### src/rtl/tdc_pkg.sv
// Shared constants, FSM state type and parameter checks for the TDC edge decoder.
// Latency: none (declarations only).
// Backpressure: not applicable.
package tdc_pkg;

    localparam int TDC_NUM_TAPS   = 36;
    localparam int TDC_NUM_DECODE = 8;
    localparam int TDC_RUN_LEN    = 4;

    typedef enum logic [1:0] {
        ST_IDLE = 2'd0,
        ST_CAPT = 2'd1,
        ST_ENC  = 2'd2,
        ST_OUT  = 2'd3
    } tdc_state_t;

    // The output width must be able to hold a tap position of NUM_TAPS.
    function automatic bit tdc_width_ok(input int num_taps, input int num_decode);
        return (num_decode < 31) && ((1 << num_decode) > num_taps);
    endfunction

endpackage

### src/rtl/tdc_edge_decoder_if.sv
// Request/result bundle between the sampling stage and the edge decoder.
// Latency: none (wiring only).
// Backpressure: none; go is a one-shot request, busy/overrun report drops.
interface tdc_edge_decoder_if
    import tdc_pkg::*;
#(
    parameter int NUM_TAPS   = TDC_NUM_TAPS,
    parameter int NUM_DECODE = TDC_NUM_DECODE
) ();

    logic                  go;
    logic                  mode_falling;
    logic [NUM_TAPS-1:0]   taps;
    logic                  busy;
    logic                  done;
    logic [NUM_DECODE-1:0] bin;
    logic [NUM_DECODE-1:0] edge_count;
    logic                  no_edge;
    logic                  multi_edge;
    logic                  overrun;

    // Requester side: issues go with the tap snapshot, receives results.
    modport master (
        output go, mode_falling, taps,
        input  busy, done, bin, edge_count, no_edge, multi_edge, overrun
    );

    // Decoder side.
    modport slave (
        input  go, mode_falling, taps,
        output busy, done, bin, edge_count, no_edge, multi_edge, overrun
    );

endinterface

### src/rtl/tdc_edge_match.sv
// Flags every tap index where the selected transition is followed by RUN_LEN confirming taps.
// Latency: combinational.
// Backpressure: none.
module tdc_edge_match #(
    parameter int NUM_TAPS = 36,
    parameter int RUN_LEN  = 4
) (
    input  logic [NUM_TAPS-1:0]         i_taps,
    input  logic                        i_mode_falling,
    output logic [NUM_TAPS-RUN_LEN-1:0] o_match
);

    // Edge tap must differ from the run value; the RUN_LEN taps above it must equal it.
    // Start mode runs on zeros (mode 0), stop mode runs on ones (mode 1).
    always_comb begin
        o_match = '0;
        for (int i = 0; i < NUM_TAPS - RUN_LEN; i++) begin
            o_match[i] = i_taps[i] ^ i_mode_falling;
            for (int k = 1; k <= RUN_LEN; k++) begin
                o_match[i] = o_match[i] & (i_taps[i+k] ~^ i_mode_falling);
            end
        end
    end

endmodule

### src/rtl/tdc_edge_decoder.sv
// Snapshots the delay line on go and reports edge position, candidate count and flags.
// Latency: 4 cycles go->done; one decode per 4 cycles, go on the done cycle is accepted.
// Backpressure: none; go while busy is dropped and reported as overrun with the next done.
module tdc_edge_decoder
    import tdc_pkg::*;
#(
    parameter int NUM_TAPS    = TDC_NUM_TAPS,
    parameter int NUM_DECODE  = TDC_NUM_DECODE,
    parameter int RUN_LEN     = TDC_RUN_LEN,
    parameter bit SELECT_LAST = 1'b1
) (
    input  logic                 clk,
    input  logic                 rst,
    tdc_edge_decoder_if.slave    bus
);

    localparam int NUM_MATCH = NUM_TAPS - RUN_LEN;

    if (!tdc_width_ok(NUM_TAPS, NUM_DECODE)) begin : g_bad_width
        $error("NUM_DECODE too narrow for NUM_TAPS");
    end
    if (RUN_LEN < 1 || RUN_LEN > NUM_TAPS - 1) begin : g_bad_run
        $error("RUN_LEN out of range");
    end

    tdc_state_t             r_state;
    tdc_state_t             w_next_state;

    logic                   w_busy;
    logic                   w_capture;
    logic                   w_go_drop;
    logic                   w_load;

    logic [NUM_TAPS-1:0]    r_snap_taps;
    logic                   r_snap_mode;
    logic [NUM_MATCH-1:0]   w_match;
    logic [NUM_MATCH-1:0]   r_match;
    logic [NUM_DECODE-1:0]  w_sel_bin;
    logic [NUM_DECODE-1:0]  w_cnt;
    logic [NUM_DECODE-1:0]  r_sel_bin;
    logic [NUM_DECODE-1:0]  r_cnt;
    logic                   r_ovr;

    logic [NUM_DECODE-1:0]  r_bin;
    logic [NUM_DECODE-1:0]  r_edge_count;
    logic                   r_no_edge;
    logic                   r_multi_edge;
    logic                   r_overrun;
    logic                   r_done;

    tdc_edge_match #(
        .NUM_TAPS (NUM_TAPS),
        .RUN_LEN  (RUN_LEN)
    ) u_match (
        .i_taps         (r_snap_taps),
        .i_mode_falling (r_snap_mode),
        .o_match        (w_match)
    );

    // State register; reset aborts any decode in flight.
    always_ff @(posedge clk) begin
        if (rst) r_state <= ST_IDLE;
        else     r_state <= w_next_state;
    end

    // Next state: fixed walk through the pipeline once a go is accepted.
    always_comb begin
        w_next_state = r_state;
        case (r_state)
            ST_IDLE: if (bus.go) w_next_state = ST_CAPT;
            ST_CAPT: w_next_state = ST_ENC;
            ST_ENC:  w_next_state = ST_OUT;
            ST_OUT:  w_next_state = ST_IDLE;
            default: w_next_state = ST_IDLE;
        endcase
    end

    // FSM outputs: stage enables plus accepted/dropped go qualifiers.
    always_comb begin
        w_busy    = (r_state != ST_IDLE);
        w_capture = (r_state == ST_IDLE) && bus.go;
        w_go_drop = (r_state != ST_IDLE) && bus.go;
        w_load    = (r_state == ST_OUT);
    end

    // Select the lowest or highest match and count all matches.
    always_comb begin
        w_sel_bin = '0;
        w_cnt     = '0;
        for (int i = 0; i < NUM_MATCH; i++) begin
            if (r_match[i]) begin
                if (SELECT_LAST || (w_cnt == '0)) w_sel_bin = NUM_DECODE'(i + 1);
                w_cnt = w_cnt + NUM_DECODE'(1);
            end
        end
    end

    // Pipeline stages, overrun tracking and the held result registers.
    always_ff @(posedge clk) begin
        if (rst) begin
            r_snap_taps  <= '0;
            r_snap_mode  <= 1'b0;
            r_match      <= '0;
            r_sel_bin    <= '0;
            r_cnt        <= '0;
            r_ovr        <= 1'b0;
            r_bin        <= '0;
            r_edge_count <= '0;
            r_no_edge    <= 1'b0;
            r_multi_edge <= 1'b0;
            r_overrun    <= 1'b0;
            r_done       <= 1'b0;
        end else begin
            if (w_capture) begin
                r_snap_taps <= bus.taps;
                r_snap_mode <= bus.mode_falling;
            end
            if (r_state == ST_CAPT) r_match <= w_match;
            if (r_state == ST_ENC) begin
                r_sel_bin <= w_sel_bin;
                r_cnt     <= w_cnt;
            end
            if (w_capture)      r_ovr <= 1'b0;
            else if (w_go_drop) r_ovr <= 1'b1;
            r_done <= w_load;
            if (w_load) begin
                r_bin        <= r_sel_bin;
                r_edge_count <= r_cnt;
                r_no_edge    <= (r_cnt == '0);
                r_multi_edge <= (r_cnt > NUM_DECODE'(1));
                // A go dropped in the OUT cycle itself belongs to this decode.
                r_overrun    <= r_ovr | w_go_drop;
            end
        end
    end

    assign bus.busy       = w_busy;
    assign bus.done       = r_done;
    assign bus.bin        = r_bin;
    assign bus.edge_count = r_edge_count;
    assign bus.no_edge    = r_no_edge;
    assign bus.multi_edge = r_multi_edge;
    assign bus.overrun    = r_overrun;

endmodule

### src/flat_wrapper.sv
// flat-port wrapper written by rule: the top's interface ports become plain ports
module tdc_edge_decoder_flat import tdc_pkg::*;
#(
    parameter int NUM_TAPS    = TDC_NUM_TAPS,
    parameter int NUM_DECODE  = TDC_NUM_DECODE,
    parameter int RUN_LEN     = TDC_RUN_LEN,
    parameter bit SELECT_LAST = 1'b1
)
  (clk, rst, bus_go, bus_mode_falling, bus_taps, bus_busy, bus_done, bus_bin, bus_edge_count, bus_no_edge, bus_multi_edge, bus_overrun);
  tdc_edge_decoder_if #(.NUM_TAPS(NUM_TAPS), .NUM_DECODE(NUM_DECODE)) bus_i ();
  input  logic clk;
  input  logic rst;
  input wire logic [$bits(bus_i.go)-1:0] bus_go;
  input wire logic [$bits(bus_i.mode_falling)-1:0] bus_mode_falling;
  input wire logic [$bits(bus_i.taps)-1:0] bus_taps;
  output wire logic [$bits(bus_i.busy)-1:0] bus_busy;
  output wire logic [$bits(bus_i.done)-1:0] bus_done;
  output wire logic [$bits(bus_i.bin)-1:0] bus_bin;
  output wire logic [$bits(bus_i.edge_count)-1:0] bus_edge_count;
  output wire logic [$bits(bus_i.no_edge)-1:0] bus_no_edge;
  output wire logic [$bits(bus_i.multi_edge)-1:0] bus_multi_edge;
  output wire logic [$bits(bus_i.overrun)-1:0] bus_overrun;
  assign bus_i.go = bus_go;
  assign bus_i.mode_falling = bus_mode_falling;
  assign bus_i.taps = bus_taps;
  assign bus_busy = bus_i.busy;
  assign bus_done = bus_i.done;
  assign bus_bin = bus_i.bin;
  assign bus_edge_count = bus_i.edge_count;
  assign bus_no_edge = bus_i.no_edge;
  assign bus_multi_edge = bus_i.multi_edge;
  assign bus_overrun = bus_i.overrun;
  tdc_edge_decoder #(.NUM_TAPS(NUM_TAPS), .NUM_DECODE(NUM_DECODE), .RUN_LEN(RUN_LEN), .SELECT_LAST(SELECT_LAST)) u_core (.clk(clk), .rst(rst), .bus(bus_i));
endmodule
### config.mk
export PLATFORM = sky130hd
export DESIGN_NAME = tdc_edge_decoder_flat
export DESIGN_NICKNAME = d
export VERILOG_FILES = /design/src/rtl/tdc_pkg.sv /design/src/rtl/tdc_edge_decoder_if.sv /design/src/rtl/tdc_edge_match.sv /design/src/rtl/tdc_edge_decoder.sv /design/src/flat_wrapper.sv
export SDC_FILE = /design/constraint.sdc
export NUM_CORES = 1
export LEC_CHECK = 0
export BUFFER_PORTS_ARGS = -buffer_cell sky130_fd_sc_hd__buf_4
export CORE_MARGIN = 3
export CORE_UTILIZATION = 50
export CTS_CLUSTER_SIZE = 16
export DETAILED_ROUTE_END_ITERATION = 7
export MAX_ROUTING_LAYER = met4
export PLACE_DENSITY = 0.68
export SLEW_MARGIN = 20
export SYNTH_ARGS = -nofsm -noshare
export SYNTH_HDL_FRONTEND = slang
export SYNTH_SLANG_ARGS = --single-unit
export TNS_END_PERCENT = 50
### constraint.sdc
create_clock -name clk -period 28.6 [get_ports clk]
set_input_delay 2.86 -clock clk [delete_from_list [all_inputs] [get_ports clk]]
set_output_delay 2.86 -clock clk [all_outputs]
set_load 0.01 [all_outputs]
==> qor.csv, run 1 <==
stage,metric,value,unit
finish,multi-input logic area,8370,um^2
placed_design,PortBufs,58,
sta,RSZ-0062 raised after global routing,false,
global_routing,vias in the first global route,9083,
yosys,yosys warns,0,
clocking,CTS Hold Bufs,0,
finish,FF/Latch Area,2080,um^2
clocking,post-CTS setup buffers,0,
global_routing,initial antenna violation count,0,
clocking,CTS root buf,clkbuf_16,
drt,drt via density,5.83,
sta,Final Hold Violating Endpoints,0,
global_routing,largest net degree at the start of global routing,105,
yosys,"Distinct cells, synth",108,
global_routing,GRT busiest layer,met1,
global_routing,grt ovf,0,
finish,Nets,1532,
floorplanning,num ports,61,
floorplanning,Die Wd,154,um
drt,DRT antenna net count,0,
sta,Slew @ Worst Pin,1.06,ns
yosys,"FFs w/ async S/R, synth",0,
clocking,clk sinks,104,
yosys,synth top area cells,"dfxtp_1 19%, nand2_1 7.0%, xnor2_1 6.0%",
setup_path,CP Launch Type,flop,
outcome,status,completed,
clocking,clk buf depth,2,
yosys,top-area cell type share of the netlist area,0.190,
sta,final setup violating endpoints,0,
yosys,Mapped Avg Cell Area,7.45,um^2
sta,hold_ws,0.456,ns
yosys,post-synthesis cell count,1473,
sta,fin crit period,19.09,ns
clocking,CTS Buf Count,9,
setup_path,Crit. End Element,flop,
drt,Starting DRT DRC Count,816,
yosys,register area share after synthesis,0.190,
floorplanning,core footprint,21300,um^2
global_routing,first-pass GRT wire length,44600,um
sta,FMAX,0.0524,GHz
yosys,"FF+latch count, synth",104,
yosys,Yosys top cell by area,dfxtp_1,
floorplanning,Die ar.,23800,um^2
sta,clk_skew,0.00979,ns
setup_path,CP max stage cell,ha_1,
sta,"Period Utilization, post-route",0.668,
yosys,synthesized area,11000,um^2
finish,filler instances,2023,
global_routing,GR Util met3,0.0190,
clocking,CTS tree,done,
setup_path,Critical Path RT,28.80,ns
floorplanning,Starting Density,0.516,
drt,DRC errors left,0,
finish,layout cells sized above 1,0.110,
finish,Inserted Diodes,0,
yosys,Post-synth EDFFs,0,
placed_design,HPWL Detailed,19500,um
setup_path,kind of critical path,reg2reg,
floorplanning,Die Y,154,um
flow_run,Max Cap Viol,0,
global_routing,routing usage on met2,0.319,
sta,Slew Limit Fails,0,
drt,Final Routed Wirelength,25600,um
setup_path,CP arrival,19.29,ns
sta,Slew HR,0.291,
setup_path,CP dominant cell by count,ha_1,
placed_design,Post-Place Cells,1719,
setup_path,top fanout value on the critical path,16,
finish,final cell count without fillers,1735,
setup_path,Worst path max stage delay,0.53,ns
floorplanning,Placement Rows,53,
drt,routed via count,10100,
global_routing,All-Layer GR Usage,0.221,
finish,Syn-to-layout area delta,6.51,%
sta,Setup TNS,0,ns
yosys,main flop type after synthesis,dfxtp_1,
clocking,worst skew pair latency,0.35,ns
min_path,hold crit path type,reg2reg,
drt,wire per inst,14.8,um
placed_design,GPL Wtd Cong,0.952,
clocking,clock slew at reported path FFs,0.08,ns
drt,DR pass1 iterations,6,
clocking,H-tree depth,3,
global_routing,met1 Track Usage GR,0.338,
clocking,Post-CTS Resized,0,
logic make-up (layout without fill, tap and decap cells):
group                    after synthesis  after routing  share of synthesized area
AO/OA/AOI/OAI                        348            348                      0.213
XOR/XNOR                             156            156                      0.167
adder cells (fa/ha/maj)               40             40                     0.0449
buffers and inverters                129            115                     0.0489
flip-flops                           104            104                      0.190
multiplexers                          46             46                     0.0427
other                                  1              2                   0.000342
AND/OR/NAND/NOR                      649            649                      0.294
flip-flops by register name, summed over array words and instances, names as in the netlist:
| register | cells |
|---|---|
| u_core.r_ovr | 1 |
| u_core.bus.overrun | 1 |
| u_core.bus.bin | 6 |
| u_core.r_snap_taps | 36 |
| u_core.r_sel_bin | 6 |
| u_core.bus.done | 1 |
| u_core.r_snap_mode | 1 |
| u_core.r_state | 2 |
| u_core.bus.no_edge | 1 |
| u_core.bus.edge_count | 8 |
| u_core.r_match | 32 |
| u_core.bus.multi_edge | 1 |
| u_core.r_cnt | 8 |
Yosys cell counts (26+ instances only):
cell	instances
nand2b_1	26
nand3_1	47
nor3_1	40
nor2_1	169
ha_1	37
clkbuf_1	64
a21oi_1	109
nand2_1	204
o21ai_0	65
mux2i_1	39
dfxtp_1	104
xnor2_1	75
xor2_1	43
inv_1	34
cell type report:
class	count	share of cell area
multi-input combinational	1241	0.716
sequential	104	0.178
timing repair buffer	61	0.0392
tap	275	0.0294
clock buffer	10	0.0204
inverter	38	0.0122
clock inverter	6	0.00514
stage by stage:
stage | worst slack [ns] | area [um^2] | util
floorplan | 12.23 | 11000 | -
global placement | 10.20 | 11400 | 0.535
detailed placement | 9.82 | 11400 | 0.535
CTS | 9.69 | 11700 | 0.549
global route | 7.78 | 11700 | 0.549
finish | 9.51 | 11700 | 0.549
critical path, delay by kind of cell, from the launching register on:
kind,cells,cell delay [ns]
multiplexers,4,1.02
AO/OA/AOI/OAI,32,5.84
AND/OR/NAND/NOR,26,3.97
XOR/XNOR,13,2.49
buffers and inverters,5,0.42
flip-flops,1,0.41
adder cells (fa/ha/maj),14,4.78
layout by cell type (no fill, tap or decap), types with 14 or more instances in the layout:
cell and instances:
mux2i_1 39, nor3_1 40, ha_1 37, inv_1 34, xnor2_1 75, a211oi_1 20
buf_4 61, a21oi_1 109, nand3b_1 14, nor2b_1 15, nand3_1 47, dfxtp_1 104
o21ai_0 65, nand2_1 203, nor3b_1 23, nand2b_1 26, nor2_1 169, xor2_1 43
worst paths after layout:
kind | cells past startpoint | to | slack (ns) | start
worst max-delay path | 94 | u_core.r_cnt[7]$_SDFFE_PP0P_ | 9.51 | u_core.r_match[0]$_SDFFE_PP0N_
worst min-delay path | 2 | u_core.r_snap_mode$_SDFFE_PP0P_ | 0.46 | u_core.r_snap_mode$_SDFFE_PP0P_
worst max register to register | 94 | u_core.r_cnt[7]$_SDFFE_PP0P_ | 9.51 | u_core.r_match[0]$_SDFFE_PP0N_
worst min register to register | 2 | u_core.r_snap_mode$_SDFFE_PP0P_ | 0.46 | u_core.r_snap_mode$_SDFFE_PP0P_
metal layers:
metal | share of wire | wire length (um)
met3 | 0.034 | 872
met4 | 0.0080 | 204
met5 | 0 | 0
met2 | 0.43 | 10900
met1 | 0.53 | 13600
Power of run 1 is left out: the tool's default activity adds up to more than one toggle a clock period on the data nets, which glitch-free logic cannot reach.
==> run 2: changes to the inputs <==
--- a/config.mk
+++ b/config.mk
@@ -11,7 +11,7 @@
 export CTS_CLUSTER_SIZE = 16
 export DETAILED_ROUTE_END_ITERATION = 7
 export MAX_ROUTING_LAYER = met4
-export PLACE_DENSITY = 0.68
+export PLACE_DENSITY = 0.71
 export SLEW_MARGIN = 20
 export SYNTH_ARGS = -nofsm -noshare
 export SYNTH_HDL_FRONTEND = slang
==> constraint.sdc (replaced) <==
create_clock -name clk -period 16.8 [get_ports clk]
set_input_delay 1.68 -clock clk [delete_from_list [all_inputs] [get_ports clk]]
set_output_delay 1.68 -clock clk [all_outputs]
set_load 0.01 [all_outputs]
==> run 2 against run 1 <==
The run now ends with negative setup slack left. Clock skew about the same. Critical path depth grew 6. Sequential share of layout area is 2.0 points lower. Clock-buffer cell count unchanged. Die area unchanged. First-iteration DRC count is 16% higher. Non-clock buffer count rose by 104. Setup slack lost 9.6 ns. Global-route usage rose by 0.13 points. Critical path type unchanged. Critical endpoint unchanged. Cell count up 6.0%.
==> qor.csv, run 2 (synthesis results as in run 1) <==
stage,metric,value,unit
outcome,status,finished with violations,
outcome,failing checks,negative setup slack,
flow_run,Max Cap Viol,0,
clocking,clock slew at reported path FFs,0.07,ns
placed_design,HPWL Detailed,19700,um
setup_path,Crit. End Element,flop,
floorplanning,Die Wd,154,um
global_routing,All-Layer GR Usage,0.222,
setup_path,CP arrival,17.05,ns
setup_path,Critical Path RT,17.01,ns
finish,max reg flops,36,
setup_path,top fanout value on the critical path,5,
finish,top flop regs,"u_core.r_snap_taps: 36 flops, u_core.r_match: 32 flops",
drt,Final Routed Wirelength,29300,um
finish,Largest Register,u_core.r_snap_taps,
sta,Final Hold Violating Endpoints,0,
drt,DR pass1 iterations,6,
finish,layout cells sized above 1,0.238,
finish,"commonest non-fill, non-tap cell in the layout",nand2_1,
clocking,worst skew pair latency,0.35,ns
setup_path,R2R Path End,u_core.r_cnt[7]$_SDFFE_PP0P_,
global_routing,vias in the first global route,9430,
finish,Nets,1636,
setup_path,CP max stage cell,or3_4,
clocking,H-tree depth,3,
finish,"commonest cells after routing, fill and taps aside","190 x nand2_1, 164 x nor2_1, 161 x buf_4, 102 x dfxtp_1, 100 x a21oi_1",
finish,Syn-to-layout area delta,20.2,%
sta,clk_skew,0.0101,ns
setup_path,worst flop-to-flop path startpoint,u_core.r_match[1]$_SDFFE_PP0N_,
setup_path,Worst Setup EP,u_core.r_cnt[7]$_SDFFE_PP0P_,
drt,DRT antenna net count,0,
drt,wire per inst,15.9,um
setup_path,CP dominant cell by count,ha_1,
drt,DRC errors left,0,
clocking,CTS Buf Count,9,
global_routing,initial antenna violation count,0,
drt,Starting DRT DRC Count,948,
placed_design,GPL Wtd Cong,0.933,
floorplanning,Placement Rows,53,
placed_design,PortBufs,58,
sta,Slew HR,0.303,
setup_path,kind of critical path,reg2reg,
sta,fin crit period,16.84,ns
setup_path,Worst Setup SP,u_core.r_match[1]$_SDFFE_PP0N_,
sta,setup ws final,-0.0443,ns
floorplanning,core footprint,21300,um^2
setup_path,CP Launch Type,flop,
floorplanning,Die ar.,23800,um^2
global_routing,first-pass GRT wire length,45000,um
drt,routed via count,10900,
floorplanning,num ports,61,
min_path,hold crit path type,reg2reg,
clocking,clk sinks,104,
setup_path,R2R Setup Slk,-0.04,ns
placed_design,Place WS,-0.485,ns
sta,Slew Limit Fails,0,
drt,drt via density,5.91,
sta,"Period Utilization, post-route",1.00,
global_routing,grt ovf,0,
clocking,clk buf depth,2,
global_routing,largest net degree at the start of global routing,105,
setup_path,Worst path max stage delay,0.43,ns
finish,filler instances,1807,
sta,final setup violating endpoints,1,
floorplanning,Die Y,154,um
sta,FMAX,0.0594,GHz
sta,Slew @ Worst Pin,1.05,ns
clocking,CTS tree,done,
floorplanning,Starting Density,0.516,
clocking,CTS root buf,clkbuf_16,
finish,Inserted Diodes,0,
setup_path,worst r2r path cells,100,
==> run 2: cell type report <==
class	instances	area [um^2]	share of cell area
clock buffers	10	229	0.0173
repair buffers	165	1250	0.0950
inverters	38	143	0.0108
flip-flops and latches	104	2080	0.158
well taps	275	344	0.0261
clock inverters	6	77.6	0.00588
multi-input cells	1241	9070	0.687
==> run 2: critical path, delay by kind of cell (launching register included) <==
family / cells / cell delay [ns]
AOI/OAI and AO/OA: 32 / 4.81
xor gates and xnor gates: 10 / 1.56
adders and majority gates: 15 / 4.11
buffers and inverters: 6 / 0.62
DFF: 1 / 0.33
muxes: 7 / 1.46
and+or+nand+nor: 30 / 3.76
==> run 2: repair_timing <==
item / in CTS / in global routing
setup endpoints to repair: 7 / 7
gates resized for setup: 16 / 132
gates cloned: 0 / 0
hold endpoints to repair: 0 / 0
hold buffers: 0 / 0
setup buffers: 24 / 47
pin swaps: 9 / 78
==> run 2: worst min-delay path by stage <==
stage,start,to,slack [ns],cells past startpoint
2_1_floorplan,u_core.r_snap_taps[0]$_SDFFE_PP0P_,u_core.r_snap_taps[0]$_SDFFE_PP0P_,0.44,2
3_3_place_gp,u_core.r_snap_mode$_SDFFE_PP0P_,u_core.r_snap_mode$_SDFFE_PP0P_,0.45,2
3_5_place_dp,u_core.r_snap_mode$_SDFFE_PP0P_,u_core.r_snap_mode$_SDFFE_PP0P_,0.45,2
4_1_cts,u_core.r_snap_mode$_SDFFE_PP0P_,u_core.r_snap_mode$_SDFFE_PP0P_,0.46,2
5_1_grt,u_core.r_snap_mode$_SDFFE_PP0P_,u_core.r_snap_mode$_SDFFE_PP0P_,0.48,2
6_report,u_core.r_snap_mode$_SDFFE_PP0P_,u_core.r_snap_mode$_SDFFE_PP0P_,0.46,2
==> run 2: metrics by stage <==
step                setup TNS, ns  cell area, um^2   util  instances  hold slack, ns
floorplan                       0            11000      -       1474           0.445
global placement          -0.0450            11600  0.547       1753           0.446
detailed placement          -2.37            11600  0.547       1753           0.453
CTS                             0            12200  0.573       1793           0.463
global route                -5.22            13200  0.620       1839           0.485
finish                    -0.0443            13200  0.620       1839           0.456
==> run 2: routing by layer <==
metal	track usage	vias to the layer above	share of wire	routed length (um)
met2	0.333	323	0.46	13400
met3	0.0238	55	0.047	1380
met5	-	-	0	0
met1	0.331	5079	0.47	13900
li1	-	5419	-	-
met4	0.0353	0	0.020	597
Power of run 2 is left out for the same reason.
